**src/rtl/gpio_bus_arbiter_pkg.sv**
```systemverilog
// Shared definitions for the GPIO register-bus arbiter: FSM state encoding,
// default response timeout and an index-width helper.
package gpio_bus_arbiter_pkg;

    typedef enum logic [1:0] {
        IDLE  = 2'd0,
        ISSUE = 2'd1,
        WAIT  = 2'd2
    } state_t;

    localparam int TIMEOUT_DEFAULT = 16;

    // Width of a requester index; a single requester still needs one bit.
    function automatic int idx_width(input int n);
        return (n > 1) ? $clog2(n) : 1;
    endfunction

endpackage

```
**src/rtl/gpio_bus_arbiter_rr_picker.sv**
```systemverilog
// Round-robin picker: scans requesters starting one past the last grant,
// wrapping modulo N, and returns the first active index.
module rr_picker #(
    parameter int N  = 3,
    parameter int IW = 2
) (
    input  logic [N-1:0]  req,
    input  logic [IW-1:0] last,
    output logic [IW-1:0] winner,
    output logic          any
);

    logic [IW-1:0] cand [N];

    for (genvar gi = 0; gi < N; gi++) begin : g_cand
        assign cand[gi] = IW'((int'(last) + gi + 1) % N);
    end

    // Scan from the farthest candidate down so the nearest active one wins.
    always_comb begin
        winner = '0;
        any    = 1'b0;
        for (int k = N - 1; k >= 0; k--) begin
            if (req[cand[k]]) begin
                winner = cand[k];
                any    = 1'b1;
            end
        end
    end

endmodule

```
**src/rtl/gpio_bus_arbiter.sv**
```systemverilog
// Arbitrates N_REQ requesters onto one GPIO register bus, one transaction
// outstanding at a time, with a response timeout while waiting for completion.
module gpio_bus_arbiter
    import gpio_bus_arbiter_pkg::*;
#(
    parameter int N_REQ   = 3,
    parameter int AW      = 8,
    parameter int DW      = 32,
    parameter int TIMEOUT = TIMEOUT_DEFAULT
) (
    input  logic                      clk,
    input  logic                      rst,
    input  logic [N_REQ-1:0]          req_valid_i,
    input  logic [N_REQ-1:0]          req_we_i,
    input  logic [N_REQ-1:0][AW-1:0]  req_addr_i,
    input  logic [N_REQ-1:0][DW-1:0]  req_wdata_i,
    output logic [N_REQ-1:0]          req_ready_o,
    output logic [N_REQ-1:0]          rsp_valid_o,
    output logic [DW-1:0]             rsp_rdata_o,
    output logic                      rsp_err_o,
    output logic                      s_valid_o,
    output logic                      s_we_o,
    output logic [AW-1:0]             s_addr_o,
    output logic [DW-1:0]             s_wdata_o,
    input  logic                      s_ready_i,
    input  logic                      s_rvalid_i,
    input  logic [DW-1:0]             s_rdata_i
);

    localparam int IW = idx_width(N_REQ);
    localparam int CW = $clog2(TIMEOUT + 1);

    state_t             state_q, state_d;
    logic [IW-1:0]      last_q, last_d;
    logic [IW-1:0]      win_q, win_d;
    logic               we_q, we_d;
    logic [AW-1:0]      addr_q, addr_d;
    logic [DW-1:0]      wdata_q, wdata_d;
    logic [CW-1:0]      cnt_q, cnt_d;
    logic [N_REQ-1:0]   rsp_valid_q, rsp_valid_d;
    logic [DW-1:0]      rdata_q, rdata_d;
    logic               err_q, err_d;

    logic [IW-1:0]      pick_idx;
    logic               pick_any;

    rr_picker #(
        .N  (N_REQ),
        .IW (IW)
    ) u_picker (
        .req    (req_valid_i),
        .last   (last_q),
        .winner (pick_idx),
        .any    (pick_any)
    );

    always_comb begin
        state_d     = state_q;
        last_d      = last_q;
        win_d       = win_q;
        we_d        = we_q;
        addr_d      = addr_q;
        wdata_d     = wdata_q;
        cnt_d       = cnt_q;
        rsp_valid_d = '0;
        rdata_d     = rdata_q;
        err_d       = 1'b0;
        case (state_q)
            IDLE: begin
                if (pick_any) begin
                    win_d   = pick_idx;
                    we_d    = req_we_i[pick_idx];
                    addr_d  = req_addr_i[pick_idx];
                    wdata_d = req_wdata_i[pick_idx];
                    state_d = ISSUE;
                end
            end
            ISSUE: begin
                if (s_ready_i) begin
                    last_d  = win_q;
                    cnt_d   = '0;
                    state_d = WAIT;
                end
            end
            WAIT: begin
                if (s_rvalid_i) begin
                    rsp_valid_d = N_REQ'(1) << win_q;
                    rdata_d     = we_q ? '0 : s_rdata_i;
                    state_d     = IDLE;
                end else if (cnt_q == CW'(TIMEOUT - 1)) begin
                    rsp_valid_d = N_REQ'(1) << win_q;
                    rdata_d     = '0;
                    err_d       = 1'b1;
                    state_d     = IDLE;
                end else begin
                    cnt_d = cnt_q + 1'b1;
                end
            end
            default: state_d = IDLE;
        endcase
    end

    always_ff @(posedge clk or posedge rst) begin
        if (rst) begin
            state_q     <= IDLE;
            last_q      <= IW'(N_REQ - 1);
            win_q       <= '0;
            we_q        <= 1'b0;
            addr_q      <= '0;
            wdata_q     <= '0;
            cnt_q       <= '0;
            rsp_valid_q <= '0;
            rdata_q     <= '0;
            err_q       <= 1'b0;
        end else begin
            state_q     <= state_d;
            last_q      <= last_d;
            win_q       <= win_d;
            we_q        <= we_d;
            addr_q      <= addr_d;
            wdata_q     <= wdata_d;
            cnt_q       <= cnt_d;
            rsp_valid_q <= rsp_valid_d;
            rdata_q     <= rdata_d;
            err_q       <= err_d;
        end
    end

    // Acceptance is signalled in the same cycle as the bus handshake.
    assign req_ready_o = (state_q == ISSUE && s_ready_i) ? (N_REQ'(1) << win_q) : '0;
    assign rsp_valid_o = rsp_valid_q;
    assign rsp_rdata_o = rdata_q;
    assign rsp_err_o   = err_q;
    assign s_valid_o   = (state_q == ISSUE);
    assign s_we_o      = we_q;
    assign s_addr_o    = addr_q;
    assign s_wdata_o   = wdata_q;

endmodule

```
**config.mk**
```make
export PLATFORM = sky130hd
export DESIGN_NAME = gpio_bus_arbiter
export DESIGN_NICKNAME = d
export VERILOG_FILES = /design/src/rtl/gpio_bus_arbiter_pkg.sv /design/src/rtl/gpio_bus_arbiter_rr_picker.sv /design/src/rtl/gpio_bus_arbiter.sv
export SDC_FILE = /design/constraint.sdc
export NUM_CORES = 1
export LEC_CHECK = 0
export ABC_AREA = 1
export CORE_ASPECT_RATIO = 0.6
export CORE_MARGIN = 4
export CORE_UTILIZATION = 30
export CTS_BUF_LIST = sky130_fd_sc_hd__clkbuf_4 sky130_fd_sc_hd__clkbuf_8
export CTS_CLUSTER_SIZE = 28
export DETAILED_ROUTE_END_ITERATION = 12
export GPL_TIMING_DRIVEN = 0
export PLACE_DENSITY = 0.74
export RECOVER_POWER = 100
export SYNTH_ARGS = -nofsm -noshare
export SYNTH_HDL_FRONTEND = slang
export SYNTH_HIERARCHICAL = 1
export SYNTH_SLANG_ARGS = --single-unit
```
**constraint.sdc**
```tcl
create_clock -name clk -period 7.25 [get_ports clk]
set_clock_uncertainty 0.15 [all_clocks]
set_input_delay 1.45 -clock clk [delete_from_list [all_inputs] [get_ports clk]]
set_output_delay 1.45 -clock clk [all_outputs]
set_load 0.02 [all_outputs]
```
==> results.md <==
- Status: complete, but fails checks
- Failing checks: max-capacitance violations, max-slew violations
- Max Cap Violations: 1
- Share of cells above drive strength 1: 0.0599
- R2r startpoint: last_q[1]$_DFFE_PP1P_
- Syn nets: slightly above 900
- Detailed-route wire length: 16,600 um
- Cell variety after synth: 28
- Starting DRC count in detailed routing: between 200 and 300
- Slew margin rel.: -0.277
- Worst min-delay path class: reg2reg
- Post-DR wirelength/cell: approximately 13 um
- I/O Buffers: ~240
- Drt via density: about 4.3
- Tmin final: approximately 4.6 ns
- Die area: around 0.019 mm2
- Synth Area in Adders: 0.0151
- Initial antenna violation count: 2
- Worst Path Arrival: between 3 and 4 ns
- Critical Path Source: s_ready_i
- Final RePlAce weighted congestion: 0.878
- Synth Area in Simple Gates: 0.403
- CTS tree: built
- Pwr dens: 390 mW/mm2
- Clock tree sinks: a little under 90
- Fmax: roughly 220 MHz
- Grt ovf: 0
- Register area share after synthesis: 0.442
- Mapped Area: 0.00498 mm2
- First drt pass iteration count: 5
- Setup violators final: 0
- Clock root buffer master: clkbuf_8
- Antenna Cells: 0
- Largest family of logic cells by synthesized area: simple AND/OR/NAND/NOR gates
- Die Y: ~110 um
- Mux cell area share after synthesis: 0
- FP Rows: 36
- DRC errors left: 0
- Worst R2R Setup Slack: about 3.5 ns
- First-pass GRT wire length: around 26,000 um
- Post-Synth XOR/XNOR Area: 0
- Worst hold slack: around 0.32 ns
- Post-CTS resize count: 0
- Mapped Avg Cell Area: between 6 and 7 um2
- Synth warn: 6
- Clock transition at path regs: 0.09 ns
- Total CTS buffers: 9
- Die width: 174 um
- Fin. Hold Viols: 0
- Fill cell count: between 1,500 and 2,000
- Startpoint types: input pin
- P_leak: approximately 0.0043 uW
- Critical path fanouts, max: 8
- Vias: around 5,300
- Synth Register Bits: a little under 90
- Pwr Total: slightly above 3000 uW
- Core Box Area: between 0.015 and 0.02 mm2
- CP endpoint kind: primary output
- H-tree levels: 3
- RSZ-0062 raised after global routing: false
- R2r endpoint: s_wdata_o[2]$_DFFE_PP0P_
- Post-Syn Instances: 742
- Largest net degree at the start of global routing: 51
- Post-layout util: 0.484
- Hold_sp: rsp_rdata_o[16]$_DFFE_PP0P_
- Area Overhead vs Synth: 57.8%
- Initial Util: 0.307
- Fin nets: ~1,200
- Worst Hold End: rsp_rdata_o[16]$_DFFE_PP0P_
- Placed wire-length estimate: 13,200 um
- GRT Overall Usage: 0.173
- Tcrit/Tclk final: 0.637
- Setup bufs post-CTS: 0
- Worst skew pair latency: between 0.3 and 0.4 ns
- TNS Setup: 0 ns
- I/O Pins: 243
- Number of cells on the worst hold path: 2
- CP Data Required Time: roughly 5.7 ns
- Fin cells: roughly 1,200
- Antenna-violating nets left: 0
- Compound-Gate Fraction of Synth Area: 0.0148
- R2R cell count: 16
- Cells after DPL: 1,213
- Cts hold-fix bufs: 0
- Worst slew pin tran: between 1.5 and 2 ns
- Peak supply drop: around 130 uV
- Vias in the first global route: 5,042
- Crit path kind: in2out
- Clock buffer depth: 2
- Slew Limit Fails: 39
==> cell type report <==
class	instances	area, um2	share of cell area
plain buffers	35	171	0.0218
clock buffers	9	124	0.0158
clock inverters	7	77.6	0.00986
inverters	108	409	0.0520
multi-input cells	511	2140	0.273
flip-flops and latches	88	2200	0.280
well taps	228	285	0.0363
repair buffers	243	2450	0.312
==> cells in the mapped netlist <==
cell type,number,area (um2)
dfrtp_1,87,2180
buf_2,26,130
nand3_1,82,410
a21oi_1,2,10.0
o21ai_0,10,50.1
nand3_2,1,10.0
inv_6,1,8.76
nor2_4,1,11.3
inv_4,1,6.26
nor2_1,14,52.6
clkbuf_1,1,3.75
a21oi_2,1,8.76
nand2_1,373,1400
nor2_2,1,6.26
nand4_1,1,6.26
nand2_4,1,11.3
buf_4,5,37.5
buf_6,2,22.5
buf_8,1,15.0
inv_2,4,15.0
ha_1,6,75.1
o21ai_1,1,5.00
inv_1,101,379
clkinv_1,1,3.75
dfstp_2,1,26.3
nor3_1,4,20.0
nand3b_1,1,7.51
nand2_2,12,75.1
==> critical path, stage by stage <==
cell and delay, ns:
dlygate4sd3_1 0.57, nand2_1 0.18, nor2_1 0.12, dlygate4sd3_1 0.70
==> cell families (layout without fill, tap and decap cells) <==
kind of cell    after synthesis  count (layout)
compound gates               14              14
fa+ha+maj                     6               6
simple gates                491             491
buf+inv                     143             402
flops                        88              88
==> sequential cells by signal (all words and copies together) (netlist names) <==
name	count
s_addr_o	8
rsp_rdata_o	32
cnt_q	5
s_wdata_o	32
state_q	2
rsp_err_o	1
s_we_o	1
last_q	2
win_q	2
rsp_valid_o	3
==> layer usage <==
layer | share of wire | global-route usage
met1 | 0.48 | 0.245
met2 | 0.42 | 0.256
met3 | 0.082 | 0.0558
met4 | 0.015 | 0.0390
met5 | 0.0019 | 0
==> where the power goes <==
group / switching, uW / internal (uW) / total, uW
combinational: 1180 / 709 / 1890
sequential: 110 / 705 / 815
clock: 196 / 164 / 360
total: 1490 / 1580 / 3060
==> stage by stage <==
step           cell area [um2]  worst slack, ns
2_1_floorplan             4980             3.37
4_1_cts                   7920             2.81
5_1_grt                   7860             2.22
3_3_place_gp              7690             1.75
6_report                  7860             2.63
3_5_place_dp              7720             2.82
==> placed cells by master (no fill, tap or decap), types with 3 or more instances in the layout <==
| master | instances |
|---|---|
| nand2_1 | 376 |
| dfrtp_1 | 87 |
| nor3_1 | 4 |
| clkbuf_1 | 13 |
| clkbuf_8 | 9 |
| clkdlybuf4s50_1 | 157 |
| inv_1 | 100 |
| nand2_2 | 10 |
| o21ai_0 | 11 |
| inv_2 | 4 |
| nand3_1 | 82 |
| buf_4 | 5 |
| buf_2 | 17 |
| dlygate4sd3_1 | 85 |
| a21oi_1 | 3 |
| nor2_1 | 14 |
| clkinvlp_2 | 3 |
| ha_1 | 6 |
==> how the worst max path moves through the flow <==
stage | to | slack, ns | cells past startpoint
2_1_floorplan | cnt_q[0]$_DFFE_PP0P_ | 3.37 | 1
3_3_place_gp | s_wdata_o[27]$_DFFE_PP0P_ | 1.75 | 2
3_5_place_dp | req_ready_o[1] | 2.82 | 4
4_1_cts | req_ready_o[1] | 2.81 | 4
5_1_grt | s_wdata_o[4]$_DFFE_PP0P_ | 2.22 | 16
6_report | req_ready_o[1] | 2.63 | 4
Power figures use the tool's default switching activity.
